### src/rtl/core_pkg.sv
`default_nettype none
// ============================================================================
//  Module      : core_pkg
//  Description : Shared core definitions: instruction-fetch state encoding,
//                the canonical NOP instruction and the imem data width.
//  Ports       : none (package)
//  Revision    : 1.0 - initial release
// ============================================================================
package core_pkg;

    // Instruction-memory data width (one 32-bit instruction per response).
    localparam int IMEM_DW = 32;

    // addi x0, x0, 0
    localparam logic [IMEM_DW-1:0] NOP = 32'h0000_0013;

    // Fetch sequencer state encoding.
    localparam logic [2:0] ST_IDLE = 3'd0;
    localparam logic [2:0] ST_REQ  = 3'd1;
    localparam logic [2:0] ST_WAIT = 3'd2;
    localparam logic [2:0] ST_HOLD = 3'd3;
    localparam logic [2:0] ST_DROP = 3'd4;

endpackage : core_pkg
`default_nettype wire

### src/rtl/fetch_ctrl.sv
`default_nettype none
// ============================================================================
//  Module      : fetch_ctrl
//  Description : Instruction-fetch sequencer. Issues one outstanding imem
//                request at a time for the current PC, buffers the returned
//                word for decode behind a valid/ready handshake, and handles
//                EX redirects (PC reload, stale-response drop, flush).
//  Ports       :
//      clock, reset              core clock, async active-high reset
//      pc                        current PC from the pc register
//      redirect                  EX redirect pulse (npc holds the target)
//      pc_pause                  hold control for the pc register
//      flush                     squash IF/ID and ID/EX this cycle
//      imem_req/addr/gnt         request channel
//      imem_rvalid/rdata         response channel
//      if_valid/if_pc/if_instr   buffered instruction to decode
//      id_ready                  decode accepts the buffered instruction
//  Revision    : 1.0 - initial release
// ============================================================================
module fetch_ctrl
    import core_pkg::*;
#(
    parameter int              XLEN  = 32,
    parameter logic [XLEN-1:0] RESET = '0
) (
    input  logic               clock,
    input  logic               reset,
    input  logic [XLEN-1:0]    pc,
    input  logic               redirect,
    output logic               pc_pause,
    output logic               flush,
    output logic               imem_req,
    output logic [XLEN-1:0]    imem_addr,
    input  logic               imem_gnt,
    input  logic               imem_rvalid,
    input  logic [IMEM_DW-1:0] imem_rdata,
    output logic               if_valid,
    output logic [XLEN-1:0]    if_pc,
    output logic [IMEM_DW-1:0] if_instr,
    input  logic               id_ready
);

    logic [2:0]      r_state;
    logic [XLEN-1:0] r_addr_q;   // address of the granted, in-flight request
    logic            r_valid;
    logic [XLEN-1:0] r_if_pc;
    logic [IMEM_DW-1:0] r_if_instr;

    logic w_active_redirect;

    // Redirects are meaningless before the first request (the pc register is
    // still coming out of its own reset), so IDLE masks them.
    assign w_active_redirect = redirect && (r_state != ST_IDLE);

    assign flush     = w_active_redirect;
    assign imem_req  = (r_state == ST_REQ);
    assign imem_addr = pc;
    // The PC only moves when the buffered instruction is consumed or when a
    // redirect target must be loaded; every other cycle it is frozen.
    assign pc_pause  = !(((r_state == ST_HOLD) && id_ready) || w_active_redirect);

    assign if_valid  = r_valid;
    assign if_pc     = r_if_pc;
    assign if_instr  = r_if_instr;

    always_ff @(posedge clock or posedge reset) begin
        if (reset) begin
            r_state    <= ST_IDLE;
            r_addr_q   <= RESET;
            r_valid    <= 1'b0;
            r_if_pc    <= RESET;
            r_if_instr <= NOP;
        end else begin
            case (r_state)
                ST_IDLE: begin
                    r_state <= ST_REQ;
                end

                ST_REQ: begin
                    if (imem_gnt && redirect) begin
                        // Granted request is now for a stale PC.
                        r_state <= ST_DROP;
                    end else if (imem_gnt) begin
                        r_addr_q <= pc;
                        r_state  <= ST_WAIT;
                    end
                    // Ungranted redirect: stay, the pc register reloads and the
                    // request is retargeted next cycle.
                end

                ST_WAIT: begin
                    if (imem_rvalid && redirect) begin
                        // Response arrived together with the redirect: it is
                        // both stale and complete, so no DROP wait is needed.
                        r_state <= ST_REQ;
                    end else if (imem_rvalid) begin
                        r_valid    <= 1'b1;
                        r_if_pc    <= r_addr_q;
                        r_if_instr <= imem_rdata;
                        r_state    <= ST_HOLD;
                    end else if (redirect) begin
                        r_state <= ST_DROP;
                    end
                end

                ST_DROP: begin
                    if (imem_rvalid) begin
                        r_state <= ST_REQ;
                    end
                end

                ST_HOLD: begin
                    if (redirect || id_ready) begin
                        r_valid <= 1'b0;
                        r_state <= ST_REQ;
                    end
                end

                default: begin
                    r_valid <= 1'b0;
                    r_state <= ST_IDLE;
                end
            endcase
        end
    end

endmodule : fetch_ctrl
`default_nettype wire

### config.mk
export PLATFORM = sky130hd
export DESIGN_NAME = fetch_ctrl
export DESIGN_NICKNAME = d
export VERILOG_FILES = /design/src/rtl/core_pkg.sv /design/src/rtl/fetch_ctrl.sv
export SDC_FILE = /design/constraint.sdc
export NUM_CORES = 1
export LEC_CHECK = 0
export CAP_MARGIN = 20
export CELL_PAD_IN_SITES_DETAIL_PLACEMENT = 1
export CELL_PAD_IN_SITES_GLOBAL_PLACEMENT = 1
export CORE_MARGIN = 5
export CORE_UTILIZATION = 32
export CTS_BUF_LIST = sky130_fd_sc_hd__clkbuf_4 sky130_fd_sc_hd__clkbuf_8
export CTS_CLUSTER_DIAMETER = 40
export CTS_CLUSTER_SIZE = 30
export DETAILED_ROUTE_END_ITERATION = 7
export PLACE_DENSITY_LB_ADDON = 0.1
export SYNTH_ARGS = -nofsm -noshare
export SYNTH_HDL_FRONTEND = slang
export SYNTH_SLANG_ARGS = --single-unit
### constraint.sdc
create_clock -name clock -period 3.2 [get_ports clock]
set_clock_uncertainty 0.05 [all_clocks]
set_input_delay 0.64 -clock clock [delete_from_list [all_inputs] [get_ports clock]]
set_output_delay 0.64 -clock clock [all_outputs]
set_load 0.05 [all_outputs]
==> out/results.ini, run 1 <==
[status]
status=completed

[sta]
fin_crit_ns=2.72
finalMaxSlewViolations=0
period_share=0.850
setup_viol=0
rsz0062_at_grt=false
tightest_slew_ns=0.776
max_freq_mhz=368
maxSlewHeadroom=0.483
finalSetupTns_ns=0
worst_slack_ns=0.480
finalHoldViolCount=0

[power]
netSwitchingPower_w=0.00244
pwr-share-seq=0.346
total_power_w=0.00611
pwr-share-comb=0.480
internal_power_w=0.00367
p_per_area_nw_per_um2=984
ir_drop_mv=0.362
clockPowerShare=0.174
swShare=0.399
p_leak_nw=2.80

[setup_path]
path_max_fanout=11
cp.depth=3
path_class=flip-flop to output port
endpoint_kind=output port
timing.rr.start=r_state[1]
critPathLaunch=r_state[1]
worst_setup_path_start_kind=flip-flop
critPathRequiredTime_ns=2.51
rr_worst_depth=4
crit_slowest_cell=clkdlybuf4s50_1
critPathTopFamily=buffers and inverters
critPathMaxStageDelay_ns=0.80
arrival_ns=2.03
r2r_slack_ns=0.99
crit_path_end=imem_req
cp_cell_sequence=inv_1, and3_1, clkdlybuf4s50_1
crit_buf_inv=2
r2r_end=if_pc[12]

[clock_network]
cts_tree=done
clk_path_buf_depth=2
post_cts_buffers=0
cts_root_buf=clkbuf_8
cts.sinks=100
clkTransAtPathRegs_ns=0.10
postCtsHoldBufs=0
numCtsBuffers=9
clk_latency_ns=0.36
htree_num_levels=3
cts.repair.resized=0

[layout]
n_fill_cell=1302
fin_cells=590
multi_input_area_um2=1430
final_nets=479
postLayoutCoreUtil=0.471
area_delta_synth_final_pct=45.0
seqCellArea_um2=2510
n_antenna_cell=0
drive_gt1_frac=0.309

[floorplan]
rows=42
core_um2=13200
die_y_um=126
num_io_pins=170
start_util=0.325
die_x_um=126
dieArea_um2=15800

[routing]
wirelength_mm=10.1
dr_total_vias=2616
wl_per_cell_um=17.2
ant_nets=0
drt_iter0_drc=114
viasPerCell=4.43
dr.pass1.iters=4
drc=0

[global_route]
grt_pass1_vias=3015
grt_first_pass_wirelength_mm=16.3
grt_usage=0.130
globalRouteMet2Util=0.222
grt_overflow_total=0
met3_usage=0.0466
grt_max_degree=46
gr-usage-met1=0.153
grt_antenna_before_repair=0
grt_busiest_layer=met2

[logic_synthesis]
postSynthAreaPerCell_um2=16.0
yosysWarnings=0
ys.flop_type=dfrtp_1
synth_edf_count=0
synth_cells=267
synth_seq_cells=100
synth_common_cells=97 x dfrtp_1, 49 x mux2_4, 46 x mux2_2
post-synth-top-area-cell=dfrtp_1
synth.top_cell.area_share=0.567
async_flop_share=1.00
synth_cell_types=30
syn-cell-area_um2=4280
yosysMostFrequentCell=dfrtp_1
syn_nets=337
ys_seq_area_frac=0.585
synthTopCellsByArea=dfrtp_1 57%, mux2_4 17%, mux2_2 12%, buf_4 5.6%, dfstp_2 1.8%

[placed_design]
portBuffers=169
gp_congestion=0.703
pre_cts_ws_ns=0.421
dp.cells=574
dp_hpwl_mm=7.38

[worst_hold_path]
worstHoldPathType=flip-flop to flip-flop

[job]
drv_cap=0

worst register-to-register path, stage by stage (launching register included):
cell and delay [ns]:
dfrtp_1 0.59, nand2b_1 0.16, or4b_4 0.51, buf_4 0.37
mux2_4 0.42
cell usage in the layout (no fill, tap or decap), drive strengths merged:
master and count:
clkdlybuf4s50 167, dfrtp 97, mux2 96, clkbuf 10, buf 9, bufinv 4, dfstp 3, inv 3
nand2 2, a31o 2, a21oi 2, nor4 2, nand2b 1, or4b 1, and3 1, o31a 1
o21a 1, clkinvlp 1, a21o 1, nor2 1, a211oi 1, a21boi 1, a31oi 1, nor3 1
o211ai 1, o21ai 1, nand3 1, o22ai 1, clkinv 1
worst min path at each step:
stage / from / to / slack (ns) / cells after the start
floorplan: r_addr_q[9] / r_addr_q[9] / 0.41 / 1
global placement: r_addr_q[9] / r_addr_q[9] / 0.42 / 1
detailed placement: r_addr_q[9] / r_addr_q[9] / 0.43 / 1
CTS: r_addr_q[9] / r_addr_q[9] / 0.45 / 1
global route: r_addr_q[4] / if_pc[4] / 0.47 / 1
finish: r_addr_q[9] / r_addr_q[9] / 0.45 / 1
through the flow:
stage	hold WS, ns	instance area (um^2)
5_1_grt	0.473	6210
3_5_place_dp	0.430	5940
3_3_place_gp	0.422	5940
6_report	0.447	6210
4_1_cts	0.453	6210
2_1_floorplan	0.408	4290
logic make-up (layout without fill, tap and decap cells):
kind of cell | count (synthesis) | count (layout) | synth area share
AOI/OAI and AO/OA | 13 | 13 | 0.0213
buffers and inverters | 48 | 195 | 0.0824
DFF | 100 | 100 | 0.585
muxes | 96 | 96 | 0.295
and+or+nand+nor | 10 | 10 | 0.0155
layer usage:
metal,vias to the layer above,share of wire
li1,1182,-
met5,-,0
met4,0,0.013
met1,1347,0.41
met3,8,0.062
met2,79,0.52
state kept, by name, summed over array words and instances, names as in the netlist:
name / cells
if_instr: 32
if_pc: 32
r_addr_q: 32
r_state: 3
if_valid: 1
power by group through the flow:
stage,Combinational [W],Clock [W],Sequential (W)
2_1_floorplan,0.000949,0,0.00316
3_3_place_gp,0.00293,0,0.00212
3_5_place_dp,0.00297,0,0.00214
4_1_cts,0.00297,0.00111,0.00213
5_1_grt,0.00306,0.00116,0.00219
6_report,0.00293,0.00106,0.00211
final cells by class:
type / count / area share
clock inverters: 6 / 0.0216
flip-flops and latches: 100 / 0.404
multi-input cells: 119 / 0.231
well taps: 176 / 0.0355
repair buffers: 176 / 0.284
inverters: 3 / 0.00242
clock buffers: 10 / 0.0222
(Power assumes the default switching activity.)
==> inputs of run 2 (changes only) <==
- CORE_MARGIN: 5 -> 8
- CTS_CLUSTER_SIZE: 30 -> 25
==> out/results.ini, run 2 (synthesis results as in run 1) <==
[clock_network]
cts.sinks=100  ; unchanged
cts_tree=done
cts.repair.resized=0  ; unchanged
numCtsBuffers=9  ; unchanged
post_cts_buffers=0  ; unchanged
cts_root_buf=clkbuf_8
clk_latency_ns=0.36  ; about the same
htree_num_levels=3  ; unchanged
clkTransAtPathRegs_ns=0.09  ; about the same
postCtsHoldBufs=0  ; unchanged
clk_path_buf_depth=2  ; unchanged

[sta]
period_share=0.856  ; +0.00600
setup_viol=0  ; unchanged
rsz0062_at_grt=false
max_freq_mhz=365  ; -0.70%
maxSlewHeadroom=0.530  ; +0.0475
finalMaxSlewViolations=0  ; unchanged
finalSetupTns_ns=0  ; unchanged
tightest_slew_ns=0.704  ; -0.0713 ns
finalHoldViolCount=0  ; unchanged
fin_crit_ns=2.74  ; +0.0192 ns

[floorplan]
rows=42  ; unchanged
die_x_um=132  ; +4.8%
start_util=0.326  ; +0.00130
num_io_pins=170  ; unchanged
core_um2=13100  ; -0.40%
dieArea_um2=17300  ; +9.8%
die_y_um=132  ; +4.8%

[power]
swShare=0.410  ; +0.0111
p_leak_nw=2.77  ; -1.4%
ir_drop_mv=0.384  ; +6.2%
clockPowerShare=0.140  ; -0.034
netSwitchingPower_w=0.00241  ; -1.1%
p_per_area_nw_per_um2=959  ; -2.5%
total_power_w=0.00588  ; -3.8%
pwr-share-comb=0.501  ; +0.021
internal_power_w=0.00347  ; -5.6%
pwr-share-seq=0.359  ; +0.013

[routing]
dr_total_vias=2594  ; -0.84%
dr.pass1.iters=4  ; unchanged
wl_per_cell_um=18.0  ; +4.7%
viasPerCell=4.41  ; -0.50%
ant_nets=0  ; unchanged
wirelength_mm=10.6  ; +4.4%
drc=0  ; unchanged
drt_iter0_drc=90  ; -21%

[global_route]
grt_max_degree=82  ; +78%
gr-usage-met1=0.147  ; -0.00620
grt_usage=0.127  ; -0.00299
globalRouteMet2Util=0.208  ; -0.0135
grt_first_pass_wirelength_mm=17.4  ; +6.5%
grt_overflow_total=0  ; unchanged
grt_pass1_vias=3031  ; +0.53%
grt_busiest_layer=met2
met3_usage=0.0465  ; -0.0000768
grt_antenna_before_repair=0  ; unchanged

[status]
status=completed

[setup_path]
critPathRequiredTime_ns=2.51  ; about the same
rr_worst_depth=4  ; unchanged
path_max_fanout=11  ; unchanged
arrival_ns=2.05  ; +0.02 ns
r2r_slack_ns=1.04  ; +0.05 ns
endpoint_kind=output port
path_class=flip-flop to output port
critPathLaunch=r_state[1]
crit_path_end=imem_req
worst_setup_path_start_kind=flip-flop
timing.rr.start=r_state[0]
r2r_end=if_pc[5]

[layout]
area_delta_synth_final_pct=43.0
drive_gt1_frac=0.306  ; -0.00335
n_antenna_cell=0  ; unchanged
layout_commonest_cell=clkdlybuf4s50_1
final_nets=477  ; -0.42%
most-common-layout-cells=167 x clkdlybuf4s50_1, 97 x dfrtp_1, 49 x mux2_4

[placed_design]
dp_hpwl_mm=7.79  ; +5.5%
portBuffers=169  ; unchanged
gp_congestion=0.700  ; -0.31%

[worst_hold_path]
worstHoldPathType=flip-flop to flip-flop
min_from=r_addr_q[9]

[job]
drv_cap=0  ; unchanged

run 2: power by group through the flow:
stage                     clock network (W)  logic, W  registers, W
after floorplan                           0  0.000949       0.00316
after global routing               0.000916   0.00308       0.00220
after CTS                          0.000873   0.00299       0.00212
after global placement                    0   0.00295       0.00211
after detailed placement                  0   0.00299       0.00214
final                              0.000823   0.00294       0.00211
run 2: metrics by stage:
| stage | utilization | hold slack [ns] | cell area [um^2] | setup slack (ns) | cells |
|---|---|---|---|---|---|
| after global routing | 0.466 | 0.471 | 6120 | 0.338 | 588 |
| after detailed placement | 0.451 | 0.428 | 5920 | 0.453 | 572 |
| after CTS | 0.466 | 0.448 | 6120 | 0.422 | 588 |
| after global placement | 0.451 | 0.419 | 5920 | 0.487 | 572 |
| final | 0.466 | 0.447 | 6120 | 0.460 | 588 |
| after floorplan | - | 0.408 | 4290 | 0.732 | 267 |
run 2: area by class of cell:
type / instances / area (um^2)
Fill cell: 1326 / 7010
Sequential cell: 100 / 2510
Timing Repair Buffer: 174 / 1750
Multi-Input combinational cell: 119 / 1430
Tap cell: 176 / 220
Clock buffer: 14 / 168
Clock inverter: 2 / 35.0
Inverter: 3 / 15.0
run 2: worst max-delay path, stage by stage, from the launching register on:
cell and delay (ns):
dfrtp_1 0.51, inv_1 0.18, and3_1 0.18, clkdlybuf4s50_1 0.81
run 2: worst min path at each step:
| stage | endpoint | slack (ns) | cells past startpoint |
|---|---|---|---|
| 2_1_floorplan | r_addr_q[9] | 0.41 | 1 |
| 3_3_place_gp | r_addr_q[9] | 0.42 | 1 |
| 3_5_place_dp | r_addr_q[9] | 0.43 | 1 |
| 4_1_cts | r_addr_q[9] | 0.45 | 1 |
| 5_1_grt | r_addr_q[9] | 0.47 | 1 |
| 6_report | r_addr_q[9] | 0.45 | 1 |
run 2: per-layer routing:
| metal | vias to the layer above | share of wire |
|---|---|---|
| met5 | - | 0 |
| met4 | 0 | 0.012 |
| met3 | 8 | 0.067 |
| met2 | 96 | 0.51 |
| met1 | 1319 | 0.41 |
| li1 | 1171 | - |
